--- src/rtl/input_debouncer_pkg.sv ---
// Shared constants, types and helpers for the input debouncer.
// Mask presets cover the key (active-low) and slide-switch (active-high) input groups.
package input_debouncer_pkg;

    localparam logic [31:0] KEY_ACTIVE_LOW_MASK = 32'h0000_000F;
    localparam logic [31:0] SW_ACTIVE_LOW_MASK  = 32'h0000_0000;

    localparam int DEF_TICK_DIV     = 50000;
    localparam int DEF_STABLE_TICKS = 10;

    // Per-bit decision for one clock, listed from highest to lowest priority.
    typedef enum logic [1:0] {
        ACT_CLEAR  = 2'd0,
        ACT_COMMIT = 2'd1,
        ACT_COUNT  = 2'd2,
        ACT_HOLD   = 2'd3
    } bit_action_e;

    // Bits needed to hold a tick count of 0..stable_ticks.
    function automatic int cnt_width(input int stable_ticks);
        int w;
        w = $clog2(stable_ticks + 1);
        return (w < 1) ? 1 : w;
    endfunction

    // Bits needed for a prescaler counting 0..tick_div-1.
    function automatic int div_width(input int tick_div);
        int w;
        w = $clog2(tick_div);
        return (w < 1) ? 1 : w;
    endfunction

endpackage

--- src/rtl/input_debouncer_tick_gen.sv ---
// Debounce prescaler: counts 0..TICK_DIV-1 and emits a registered one-cycle tick
// whenever the count sits at its last value. TICK_DIV = 1 ticks every cycle.
module debounce_tick_gen
    import input_debouncer_pkg::*;
#(
    parameter int TICK_DIV = DEF_TICK_DIV
) (
    input  logic clk,
    input  logic rst,
    output logic tick
);

    localparam int PW = div_width(TICK_DIV);
    localparam logic [PW-1:0] DIV_LAST = PW'(TICK_DIV - 1);

    logic [PW-1:0] count_q;
    logic [PW-1:0] count_d;
    logic          tick_q;
    logic          tick_d;
    logic          at_last;

    always_comb begin
        at_last = (count_q == DIV_LAST);
        count_d = at_last ? '0 : count_q + PW'(1);
        tick_d  = at_last;
    end

    always_ff @(posedge clk) begin
        if (rst) begin
            count_q <= '0;
            tick_q  <= 1'b0;
        end else begin
            count_q <= count_d;
            tick_q  <= tick_d;
        end
    end

    assign tick = tick_q;

endmodule

--- src/rtl/input_debouncer.sv ---
// Input debouncer: 2-FF synchroniser, polarity normalisation and independent per-bit
// tick-window debounce. Define INPUT_DEBOUNCER_EDGE_EN to add rise/fall pulse outputs.
module input_debouncer
    import input_debouncer_pkg::*;
#(
    parameter int               WIDTH           = 32,
    parameter logic [WIDTH-1:0] ACTIVE_LOW_MASK = '0,
    parameter int               TICK_DIV        = DEF_TICK_DIV,
    parameter int               STABLE_TICKS    = DEF_STABLE_TICKS
) (
    input  logic             clk,
    input  logic             rst,
    input  logic [WIDTH-1:0] raw_in,
    output logic [WIDTH-1:0] db_out,
    output logic             tick_o
`ifdef INPUT_DEBOUNCER_EDGE_EN
    ,
    output logic [WIDTH-1:0] rise_pulse,
    output logic [WIDTH-1:0] fall_pulse
`endif
);

    localparam int CW = cnt_width(STABLE_TICKS);
    localparam logic [CW-1:0] CNT_LAST = CW'(STABLE_TICKS - 1);

    logic [WIDTH-1:0] sync1_q;
    logic [WIDTH-1:0] sync1_d;
    logic [WIDTH-1:0] sync2_q;
    logic [WIDTH-1:0] sync2_d;
    logic [WIDTH-1:0] norm;
    logic [WIDTH-1:0] db_q;
    logic [WIDTH-1:0] db_d;
    logic             tick;

    debounce_tick_gen #(
        .TICK_DIV (TICK_DIV)
    ) u_tick_gen (
        .clk  (clk),
        .rst  (rst),
        .tick (tick)
    );

    // Sync flops idle at the mask so a held-idle input normalises to 0 straight out of reset.
    always_comb begin
        sync1_d = raw_in;
        sync2_d = sync1_q;
        norm    = sync2_q ^ ACTIVE_LOW_MASK;
    end

    always_ff @(posedge clk) begin
        if (rst) begin
            sync1_q <= ACTIVE_LOW_MASK;
            sync2_q <= ACTIVE_LOW_MASK;
            db_q    <= '0;
        end else begin
            sync1_q <= sync1_d;
            sync2_q <= sync2_d;
            db_q    <= db_d;
        end
    end

    genvar gi;
    generate
        for (gi = 0; gi < WIDTH; gi++) begin : g_bit
            logic [CW-1:0] cnt_q;
            logic [CW-1:0] cnt_d;
            logic          bit_db_d;
            bit_action_e   act;

            // Any agreement restarts the window; commit on the tick that completes it.
            always_comb begin
                if (norm[gi] == db_q[gi]) begin
                    act = ACT_CLEAR;
                end else if (tick && (cnt_q == CNT_LAST)) begin
                    act = ACT_COMMIT;
                end else if (tick) begin
                    act = ACT_COUNT;
                end else begin
                    act = ACT_HOLD;
                end
            end

            always_comb begin
                cnt_d    = cnt_q;
                bit_db_d = db_q[gi];
                unique case (act)
                    ACT_CLEAR: begin
                        cnt_d = '0;
                    end
                    ACT_COMMIT: begin
                        cnt_d    = '0;
                        bit_db_d = norm[gi];
                    end
                    ACT_COUNT: begin
                        cnt_d = cnt_q + CW'(1);
                    end
                    ACT_HOLD: begin
                        cnt_d = cnt_q;
                    end
                endcase
            end

            always_ff @(posedge clk) begin
                if (rst) begin
                    cnt_q <= '0;
                end else begin
                    cnt_q <= cnt_d;
                end
            end

            assign db_d[gi] = bit_db_d;
        end
    endgenerate

    assign db_out = db_q;
    assign tick_o = tick;

`ifdef INPUT_DEBOUNCER_EDGE_EN
    logic [WIDTH-1:0] rise_q;
    logic [WIDTH-1:0] rise_d;
    logic [WIDTH-1:0] fall_q;
    logic [WIDTH-1:0] fall_d;

    // Registered alongside db_q so each pulse lines up with the db_out transition.
    always_comb begin
        rise_d = db_d & ~db_q;
        fall_d = ~db_d & db_q;
    end

    always_ff @(posedge clk) begin
        if (rst) begin
            rise_q <= '0;
            fall_q <= '0;
        end else begin
            rise_q <= rise_d;
            fall_q <= fall_d;
        end
    end

    assign rise_pulse = rise_q;
    assign fall_pulse = fall_q;
`endif

endmodule
--- config.mk ---
export PLATFORM = sky130hd
export DESIGN_NAME = input_debouncer
export DESIGN_NICKNAME = d
export VERILOG_FILES = /design/src/rtl/input_debouncer_pkg.sv /design/src/rtl/input_debouncer_tick_gen.sv /design/src/rtl/input_debouncer.sv
export SDC_FILE = /design/constraint.sdc
export NUM_CORES = 1
export LEC_CHECK = 0
export ABC_AREA = 1
export CORE_AREA = 2 2 163 165
export DETAILED_ROUTE_END_ITERATION = 8
export DIE_AREA = 0 0 165 167
export SLEW_MARGIN = 20
export SYNTH_ARGS = -nofsm -noshare
export SYNTH_HDL_FRONTEND = slang
export SYNTH_SLANG_ARGS = --single-unit
--- constraint.sdc ---
create_clock -name clk -period 2.01 [get_ports clk]
set_input_delay 0.402 -clock clk [delete_from_list [all_inputs] [get_ports clk]]
set_output_delay 0.402 -clock clk [all_outputs]
set_load 0.005 [all_outputs]
==> impl_metrics.ini <==
[outcome]
status = complete, no violations

[floorplan]
placementRows = 59
die_height_microns = 167
start_util_pct = 44.2
die-width_microns = 165
dieArea_sq_um = 27600
core-area_sq_um = 25800
pin_count = 67

[placed_design]
gp_congestion = 0.761
dp_hpwl_microns = 13400
dp_slack_ns = 0.489
place.port_buffers = 66
placedCellCount = 1928

[cells_and_area]
diodes = 0
layout.nets = 1723
layout_common_cells = nand2_1 (394), dfxtp_1 (240), nor2_1 (205)
instances_no_fill = 1979
final_common_cell = nand2_1
synthToLayoutAreaGrowth_pct = 16.2
n_fill_cell = 2519
final-seq-area_sq_um = 4830
multiInputGateArea_sq_um = 5530
utilization_pct = 51.3
drive_gt1_share_pct = 6.81

[setup_path]
crit_path_start_kind = flop
critPathKind = reg2out
ff2ff_setup_slack_ns = 0.50
cp_slowest_cell = clkdlybuf4s50_1
path_buf_inv = 1
arrival_ns = 1.43
cp.required_ns = 1.61
crit_family = buffers and inverters
endpoint_kind = output port
r2r_start = u_tick_gen.tick
max_stage_delay_ns = 0.53
reg2reg_to = g_bit[25].cnt_q[2]
ff2ff_path_depth = 6
path_cells = clkdlybuf4s50_1
cp_max_fo = 3

[routing]
wl_per_cell_microns = 10.4
post-route-drc-count = 0
wl_met3_microns = 656
dr_wl_met2_microns = 9250
vias = 9070
firstDrtPassIters = 5
routed_wl_microns = 20700
top_layer = met4
viasPerCell = 4.58
dr.first_iter.drc_count = 376
ant_nets = 0
drt-met1-wl_microns = 10300

[synthesis]
synth.yosys.seq_area_share_pct = 42.4
ys_ff_latch = 241
syn_inst = 1559
synth_nets = 1658
yosysUniqueCellTypes = 29
syn_area_sq_um = 11400
ys_warn_count = 0
avgSynthCellArea_sq_um = 7.30

[clock_network]
cts_tree = built
path_clk_slew_ns = 0.06
clk_latency_ns = 0.52
root_buffer = clkbuf_16
numCtsBuffers = 27
htree_levels = 1
ctsHoldBuffers = 0
cts_buffer_depth = 3
clock-sinks = 241

[sta]
max_slew_margin_pct = 69.1
setup_violations = 0
hold_violations = 0
rsz0062_at_grt = false
finClkSkew_ns = 0.00822
fmax_mhz = 545
slew_viol_final = 0
hold_slack_ns = 0.392
period_share_pct = 91.3
tightest_slew_ns = 0.463
tns_ns = 0
period_needed_ns = 1.83
setup_ws_ns = 0.175

[global_routing]
antenna_found_initial = 0
grt_pass1_wl_microns = 36700
grt_max_degree = 83
grt_util_all_layers_pct = 15.4
grt_overflow = 0
first_global_vias = 8512

[min_path]
min_to = sync1_q[16]
hold_depth = 3
hp-start = raw_in[16]
hp-class = in2reg

[run]
max_cap_violations = 0

[power]
power_density_nw_per_um2 = 761
power.leakage_nw = 5.63
peakVddDrop_uv = 572
==> worst max-delay path by stage <==
stage | endpoint | depth (start not counted) | slack, ns | startpoint
floorplan | u_tick_gen.count_q[7] | 9 | 0.70 | u_tick_gen.count_q[0]
global placement | tick_o | 1 | 0.49 | u_tick_gen.tick
detailed placement | tick_o | 1 | 0.49 | u_tick_gen.tick
CTS | db_out[0] | 1 | 0.14 | db_out[0]
global route | db_out[0] | 1 | 0.08 | db_out[0]
finish | db_out[18] | 1 | 0.18 | db_out[18]
==> power by group <==
group | total [mW] | switching, mW | internal [mW]
sequential | 4.87 | 0.0302 | 4.84
combinational | 0.326 | 0.195 | 0.131
clock | 4.87 | 1.90 | 2.97
total | 10.1 | 2.12 | 7.95
==> sequential cells by signal, indices dropped and copies added, names as in the netlist <==
name                count
u_tick_gen.tick         1
u_tick_gen.count_q     16
sync1_q                32
norm                   32
g_bit.cnt_q           128
db_out                 32
==> cell families after synthesis <==
| family | after synthesis | synth area share [%] |
|---|---|---|
| flops | 241 | 42.4 |
| buf+inv | 246 | 8.98 |
| compound gates | 201 | 8.99 |
| simple gates | 734 | 26.9 |
| xor+xnor | 72 | 5.54 |
| fa+ha+maj | 65 | 7.15 |
==> final cells by class <==
type | count | share of cell area [%]
Clock buffer | 41 | 6.04
Clock inverter | 8 | 0.681
Inverter | 206 | 5.85
Multi-Input combinational cell | 1072 | 41.8
Sequential cell | 241 | 36.5
Tap cell | 335 | 3.17
Timing Repair Buffer | 76 | 5.92
==> layer usage <==
layer,up-vias,GRT usage (%)
met2,93,26.2
met3,29,2.64
met5,-,0
met4,0,4.16
li1,4951,-
met1,3997,20.0
==> through the flow <==
step,power (mW),cell area (sq um)
after floorplan,5.18,11400
after global placement,5.30,12300
after detailed placement,5.31,12300
after CTS,10.2,13200
after global routing,10.5,13200
final,10.1,13200
==> synth_stat cells (all sizes together) <==
master | instances | area (sq um)
ha | 65 | 813
or2 | 2 | 12.5
nor2 | 252 | 1120
nand2 | 397 | 1500
o21ai | 65 | 325
buf | 30 | 211
a21oi | 135 | 691
inv | 206 | 773
o21bai | 1 | 7.51
dfxtp | 241 | 4820
clkbuf | 10 | 37.5
nand3 | 70 | 350
xnor2 | 39 | 342
nand4 | 6 | 37.5
nand3b | 4 | 30.0
xor2 | 33 | 289
nor3 | 3 | 15.0
==> what timing repair did <==
item | in CTS | in global routing
resized for setup | 0 | 0
endpoints found under the hold margin | 0 | 0
setup endpoints to repair | 1 | 0
setup buffers | 2 | 0
No activity file was read; power rests on OpenSTA's default activity.
